`src/rtl/muldiv_unit.sv`:
```
// Iterative MIPS multiply/divide unit: shift-add multiply and restoring divide over WIDTH
// iterations, followed by a sign-fix cycle that writes the architectural HI/LO registers.
module muldiv_unit #(
    parameter int WIDTH = 32
) (
    input  logic             clk_i,
    input  logic             reset_i,
    input  logic             start_i,
    input  logic [1:0]       op_i,
    input  logic [WIDTH-1:0] rs_i,
    input  logic [WIDTH-1:0] rt_i,
    input  logic             mthi_i,
    input  logic             mtlo_i,
    input  logic [WIDTH-1:0] wdata_i,
    output logic             busy_o,
    output logic             done_o,
    output logic             divzero_o,
    output logic [WIDTH-1:0] hi_o,
    output logic [WIDTH-1:0] lo_o
);

    localparam int CW = (WIDTH > 1) ? $clog2(WIDTH) : 1;
    localparam logic [CW-1:0] LAST = CW'(WIDTH - 1);

    typedef enum logic [1:0] {
        S_IDLE = 2'd0,
        S_CALC = 2'd1,
        S_FIX  = 2'd2
    } state_e;

    state_e               state_q, state_d;
    logic [CW-1:0]        count_q, count_d;
    logic [2*WIDTH-1:0]   acc_q, acc_d;
    logic [WIDTH-1:0]     opa_q, opa_d;
    logic                 is_div_q, is_div_d;
    logic                 qsign_q, qsign_d;
    logic                 rsign_q, rsign_d;
    logic                 dz_q, dz_d;
    logic                 busy_q, busy_d;
    logic                 done_q, done_d;
    logic                 divzero_q, divzero_d;
    logic [WIDTH-1:0]     hi_q, hi_d;
    logic [WIDTH-1:0]     lo_q, lo_d;

    logic                 sgn_s;
    logic [WIDTH-1:0]     mag_a_s, mag_b_s;
    logic [WIDTH:0]       mul_sum_s;
    logic [WIDTH:0]       div_rem_s, div_diff_s;
    logic [2*WIDTH-1:0]   prod_s;
    logic [WIDTH-1:0]     quot_s, remd_s;

    function automatic logic [WIDTH-1:0] mag(input logic [WIDTH-1:0] x, input logic sgn);
        if (sgn && x[WIDTH-1]) begin
            return -x;
        end else begin
            return x;
        end
    endfunction

    // State register
    always_ff @(posedge clk_i or posedge reset_i) begin
        if (reset_i) begin
            state_q <= S_IDLE;
        end else begin
            state_q <= state_d;
        end
    end

    // Next-state logic
    always_comb begin
        state_d = state_q;
        case (state_q)
            S_IDLE: begin
                if (start_i) begin
                    state_d = S_CALC;
                end else begin
                    state_d = S_IDLE;
                end
            end
            S_CALC: begin
                if (count_q == LAST) begin
                    state_d = S_FIX;
                end else begin
                    state_d = S_CALC;
                end
            end
            S_FIX:   state_d = S_IDLE;
            default: state_d = S_IDLE;
        endcase
    end

    // One iteration of each algorithm plus the signed magnitudes of the incoming operands
    always_comb begin
        sgn_s      = ~op_i[0];
        mag_a_s    = mag(rs_i, sgn_s);
        mag_b_s    = mag(rt_i, sgn_s);
        mul_sum_s  = {1'b0, acc_q[2*WIDTH-1:WIDTH]}
                   + (acc_q[0] ? {1'b0, opa_q} : {(WIDTH+1){1'b0}});
        div_rem_s  = acc_q[2*WIDTH-1:WIDTH-1];
        div_diff_s = div_rem_s - {1'b0, opa_q};
        prod_s     = qsign_q ? -acc_q : acc_q;
        quot_s     = qsign_q ? -acc_q[WIDTH-1:0] : acc_q[WIDTH-1:0];
        remd_s     = rsign_q ? -acc_q[2*WIDTH-1:WIDTH] : acc_q[2*WIDTH-1:WIDTH];
    end

    // Internal datapath next state: operand latch in IDLE, iteration in CALC
    always_comb begin
        count_d  = count_q;
        acc_d    = acc_q;
        opa_d    = opa_q;
        is_div_d = is_div_q;
        qsign_d  = qsign_q;
        rsign_d  = rsign_q;
        dz_d     = dz_q;
        case (state_q)
            S_IDLE: begin
                if (start_i) begin
                    count_d  = {CW{1'b0}};
                    is_div_d = op_i[1];
                    qsign_d  = sgn_s & (rs_i[WIDTH-1] ^ rt_i[WIDTH-1]);
                    rsign_d  = sgn_s & rs_i[WIDTH-1];
                    dz_d     = op_i[1] & (rt_i == {WIDTH{1'b0}});
                    if (op_i[1]) begin
                        opa_d = mag_b_s;
                        acc_d = {{WIDTH{1'b0}}, mag_a_s};
                    end else begin
                        opa_d = mag_a_s;
                        acc_d = {{WIDTH{1'b0}}, mag_b_s};
                    end
                end else begin
                    count_d = count_q;
                end
            end
            S_CALC: begin
                count_d = count_q + CW'(1);
                if (is_div_q) begin
                    // A zero divisor never borrows, so the remainder ends up as |rs|
                    if (!div_diff_s[WIDTH]) begin
                        acc_d = {div_diff_s[WIDTH-1:0], acc_q[WIDTH-2:0], 1'b1};
                    end else begin
                        acc_d = {div_rem_s[WIDTH-1:0], acc_q[WIDTH-2:0], 1'b0};
                    end
                end else begin
                    acc_d = {mul_sum_s, acc_q[WIDTH-1:1]};
                end
            end
            S_FIX:   count_d = {CW{1'b0}};
            default: count_d = {CW{1'b0}};
        endcase
    end

    // Output next state: result write in FIX, direct HI/LO writes in IDLE
    always_comb begin
        busy_d    = busy_q;
        done_d    = 1'b0;
        divzero_d = 1'b0;
        hi_d      = hi_q;
        lo_d      = lo_q;
        case (state_q)
            S_IDLE: begin
                if (start_i) begin
                    busy_d = 1'b1;
                end else begin
                    busy_d = 1'b0;
                    if (mthi_i) begin
                        hi_d = wdata_i;
                    end else begin
                        hi_d = hi_q;
                    end
                    if (mtlo_i) begin
                        lo_d = wdata_i;
                    end else begin
                        lo_d = lo_q;
                    end
                end
            end
            S_CALC: busy_d = 1'b1;
            S_FIX: begin
                busy_d    = 1'b0;
                done_d    = 1'b1;
                divzero_d = is_div_q & dz_q;
                if (is_div_q) begin
                    hi_d = remd_s;
                    lo_d = dz_q ? {WIDTH{1'b1}} : quot_s;
                end else begin
                    hi_d = prod_s[2*WIDTH-1:WIDTH];
                    lo_d = prod_s[WIDTH-1:0];
                end
            end
            default: busy_d = 1'b0;
        endcase
    end

    // Datapath and output registers
    always_ff @(posedge clk_i or posedge reset_i) begin
        if (reset_i) begin
            count_q   <= {CW{1'b0}};
            acc_q     <= {(2*WIDTH){1'b0}};
            opa_q     <= {WIDTH{1'b0}};
            is_div_q  <= 1'b0;
            qsign_q   <= 1'b0;
            rsign_q   <= 1'b0;
            dz_q      <= 1'b0;
            busy_q    <= 1'b0;
            done_q    <= 1'b0;
            divzero_q <= 1'b0;
            hi_q      <= {WIDTH{1'b0}};
            lo_q      <= {WIDTH{1'b0}};
        end else begin
            count_q   <= count_d;
            acc_q     <= acc_d;
            opa_q     <= opa_d;
            is_div_q  <= is_div_d;
            qsign_q   <= qsign_d;
            rsign_q   <= rsign_d;
            dz_q      <= dz_d;
            busy_q    <= busy_d;
            done_q    <= done_d;
            divzero_q <= divzero_d;
            hi_q      <= hi_d;
            lo_q      <= lo_d;
        end
    end

    assign busy_o    = busy_q;
    assign done_o    = done_q;
    assign divzero_o = divzero_q;
    assign hi_o      = hi_q;
    assign lo_o      = lo_q;

endmodule

```
`config.mk`:
```
export PLATFORM = sky130hd
export DESIGN_NAME = muldiv_unit
export DESIGN_NICKNAME = d
export VERILOG_FILES = /design/src/rtl/muldiv_unit.sv
export SDC_FILE = /design/constraint.sdc
export NUM_CORES = 1
export LEC_CHECK = 0
export CORE_UTILIZATION = 61
export DETAILED_ROUTE_END_ITERATION = 16
export GPL_TIMING_DRIVEN = 0
export PLACE_DENSITY = 0.86
export SLEW_MARGIN = 40
export SYNTH_ARGS = -nofsm -noshare
export SYNTH_HDL_FRONTEND = slang
export SYNTH_SLANG_ARGS = --single-unit
```
`constraint.sdc`:
```
create_clock -name clk_i -period 10.2 [get_ports clk_i]
set_clock_uncertainty 0.2 [all_clocks]
set_input_delay 2.04 -clock clk_i [delete_from_list [all_inputs] [get_ports clk_i]]
set_output_delay 2.04 -clock clk_i [all_outputs]
set_load 0.02 [all_outputs]
```
==> impl_metrics.py <==
metrics = {
    "outcome": {
        "outcome": "completed",
    },
    "clock_tree": {
        "clk_latency_ns": 0.46,
        "cts-buffers-inserted": 17,
        "max-clock-path-buffers": 2,
        "tritoncts": "done",
        "cts.root.buffer_cell": "clkbuf_16",
        "cts.sink_count": 174,
        "hold_buffer_count_at_cts": 0,
        "clock_input_transition_at_the_sequential_cells_of_the_worst_setup_and_hold_paths_ns": 0.08,
        "h-tree-depth": 4,
        "post-cts-setup-buffers": 0,
        "cts_resized": 0,
    },
    "global_route": {
        "grt_pass1_wl_um": 81700,
        "via_count_of_the_first_global_routing_pass": 14900,
        "grt_max_degree": 72,
        "antenna_found_initial": 1,
        "combined_global_route_utilization_of_all_metal_layers_pct": 43.5,
        "global_route.overflow_total": 0,
    },
    "synth": {
        "syn-num-nets": 2024,
        "netlist_top_cells_area": "dfrtp_1, o21ai_0, mux2i_1, ha_1, xor2_1",
        "synth_seq_area_share_pct": 29.6,
        "mappedNetlistArea_um2": 14700,
        "post-synth-top-area-fraction_pct": 29.6,
        "syn_inst": 1849,
        "synth.ff_latch_count": 174,
        "postSynth.topFlopCell": "dfrtp_1",
        "synthDominantAreaCellType": "dfrtp_1",
        "synth_warnings": 0,
        "synth-async-reset-ratio_pct": 100,
        "number_of_enable_flip_flop_cells_after_synthesis": 0,
        "synth.distinct_cells": 77,
        "synth_area_per_inst_um2": 7.94,
    },
    "sta": {
        "maxSlewViolCount": 0,
        "timing.final.crit_period_ns": 5.10,
        "rsz0062_at_grt": "no",
        "timing.slew.headroom_pct": 44.0,
        "timing.setup.tns_ns": 0,
        "hold_violations": 0,
        "postLayoutSetupSlackWorst_ns": 5.10,
        "max_freq_mhz": 196,
        "fin_crit_sh_pct": 50.0,
        "worst-slew-pin-transition_ns": 0.840,
        "finalSetupViolCount": 0,
    },
    "critical_path": {
        "crit_required_ns": 10.37,
        "timing_worst_setup_path_type": "input pin to register",
        "timing.critical_path.slowest_cell_delay_ns": 0.58,
        "worstPathArrival_ns": 5.27,
        "critical_path.cell_chain": "clkdlybuf4s50_1 > nor4_1 > nand2_1 > nor3_1 > and3b_1 > a21oi_1 > xor2_1 > nor2_1 > a211oi_1 > a211oi_1 > a21oi_1",
        "crit_cells": 11,
        "worst_path_cell_with_the_longest_stage_delay": "a211oi_1",
        "crit_path_max_fanout": 5,
        "rr_worst_depth": 15,
        "path_delay_family": "simple AND/OR/NAND/NOR gates",
        "crit_path_start_kind": "input pin",
        "worstSetupEndpointType": "register",
        "worstPathBufferInverterCount": 1,
    },
    "route": {
        "detail_route.first_pass.iterations": 8,
        "num_vias": 15600,
        "routed_wl_um": 53300,
        "wire_per_inst_um": 22.5,
        "drt_iter0_drc": 1815,
        "post_drt_via_cell_ratio": 6.57,
        "antenna_left": 0,
        "route.detailed.drc": 0,
    },
    "cells_and_area": {
        "design_area_um2": 17500,
        "filler_cells": 1838,
        "final_layout_size_suffix_gt1_share_pct": 3.66,
        "insertedDiodeCount": 0,
        "final_net_count": 2213,
        "layout.cells.most_common_list": "nand2_1, o21ai_0, dfrtp_1",
        "layout_commonest_cell": "nand2_1",
        "post_layout_instance_count_excluding_filler_cells": 2370,
        "area_delta_synth_final_pct": 18.9,
    },
    "power": {
        "power-per-cell-area_nw_per_um2": 350,
        "finalPower_mw": 6.12,
        "seqPwrFrac_pct": 22.7,
        "vdd_drop_max_uv": 286,
        "sw_frac_of_total_pct": 51.2,
        "net-switching-power_mw": 3.13,
        "power.leakage_nw": 7.12,
        "power.clock.fraction_pct": 11.5,
        "cell_internal_pwr_mw": 2.99,
        "p_comb_share_pct": 65.8,
    },
    "placement": {
        "total_placed_cells_including_tap_cells": 2338,
        "place.gp.congestion": 1.01,
        "place_ws_ns": 4.80,
        "placed_area_um2": 16800,
        "place.detailed.hpwl_um": 41500,
        "io_buffers": 168,
    },
    "min_path": {
        "timing.hold.worst.class": "register to register",
        "whs_path_cells": 2,
    },
    "die": {
        "core_um2": 23500,
        "rows": 56,
        "start_util_pct": 62.4,
        "io_pins": 170,
        "die_h_um": 157,
        "die-width_um": 157,
        "design.die.area_um2": 24700,
    },
    "run": {
        "cap_viol_max_count": 0,
    },
}
per-layer routing:
layer	routed length [µm]	global-route usage [%]	vias to the layer above
met2	23400	67.4	1063
met1	21000	56.5	7292
met4	3230	25.7	0
li1	-	-	7011
met3	5730	8.51	207
met5	0	0	-
synth_stat cells (5+ instances only):
cell type,n
a211oi_1,37
a21o_1,34
a21oi_1,166
a221oi_1,5
a22oi_1,20
a31oi_1,28
and2_1,12
and3_1,6
buf_1,22
buf_2,8
clkbuf_1,82
dfrtp_1,174
ha_1,70
inv_1,57
mux2i_1,91
nand2_1,197
nand2b_1,20
nand3_1,22
nand4_1,10
nor2_1,171
nor2b_1,27
nor3_1,34
nor4_1,11
o211ai_1,32
o21a_1,10
o21ai_0,184
o21ai_1,14
o221ai_1,8
o31ai_1,20
o41ai_1,7
or3_1,15
or4_1,9
xnor2_1,70
xor2_1,97
worst register-to-register path: stages (launching register included):
cell and delay, ns:
dfrtp_1 0.36, clkbuf_1 0.24, inv_1 0.33, buf_1 0.43, nor2_1 0.11, ha_1 0.36
a211oi_1 0.23, nor2_1 0.07, a211oi_1 0.35, o221ai_1 0.34, a221oi_2 0.58, o21ai_0 0.25
a21o_1 0.21, a21oi_1 0.16, xor2_1 0.26, a2bb2oi_1 0.11
logic make-up (layout without fill, tap and decap cells):
logic type               count (synthesis)  count (layout)  synth area share [%]
flip-flops                             174             174                  29.6
buffers and inverters                  174             376                  4.62
XOR/XNOR                               168             168                  10.1
multiplexers                            91              91                  6.20
AO/OA/AOI/OAI                          603             603                  25.0
AND/OR/NAND/NOR                        567             567                  18.2
adder cells (fa/ha/maj)                 72              72                  6.24
sequential cells by signal, indices dropped and copies added (netlist names):
| signal | flops |
|---|---|
| done_o | 1 |
| rsign_q | 1 |
| opa_q | 32 |
| lo_o | 32 |
| divzero_o | 1 |
| acc_q | 64 |
| dz_q | 1 |
| state_q | 2 |
| hi_o | 32 |
| qsign_q | 1 |
| count_q | 5 |
| is_div_q | 1 |
| busy_o | 1 |
per-stage QoR:
step	util (%)	hold WS, ns
after floorplan	-	0.250
final	74.2	0.286
after detailed placement	71.5	0.274
after global routing	74.2	0.320
after CTS	74.2	0.290
after global placement	71.2	0.266
final timing paths:
kind / from / endpoint / slack, ns
worst min-delay path: opa_q[2]$_DFFE_PP0P_ / opa_q[2]$_DFFE_PP0P_ / 0.29
worst min register to register: opa_q[2]$_DFFE_PP0P_ / opa_q[2]$_DFFE_PP0P_ / 0.29
worst max-delay path: rt_i[3] / acc_q[21]$_DFFE_PP0P_ / 5.10
min in group asynchronous: reset_i / lo_o[7]$_DFFE_PP0P_ / 1.76
max in group asynchronous: reset_i / opa_q[1]$_DFFE_PP0P_ / 7.35
worst max register to register: acc_q[0]$_DFFE_PP0P_ / acc_q[56]$_DFFE_PP0P_ / 5.45
area by class of cell:
type / count / area [µm²] / area share [%]
well taps: 319 / 399 / 2.28
clock buffers: 17 / 425 / 2.44
inverters: 58 / 225 / 1.29
repair buffers: 170 / 1740 / 9.94
flip-flops and latches: 174 / 4350 / 24.9
plain buffers: 116 / 460 / 2.64
multi-input cells: 1501 / 9660 / 55.3
clock inverters: 15 / 208 / 1.19
power groups by stage:
stage	registers, mW	logic, mW	clock network [mW]
global placement	1.35	3.79	0
finish	1.39	4.03	0.706
floorplan	1.34	2.77	0
detailed placement	1.37	3.90	0
CTS	1.36	3.94	0.695
global route	1.40	4.38	0.726
Note: power is estimated with default switching activity, not from simulation.
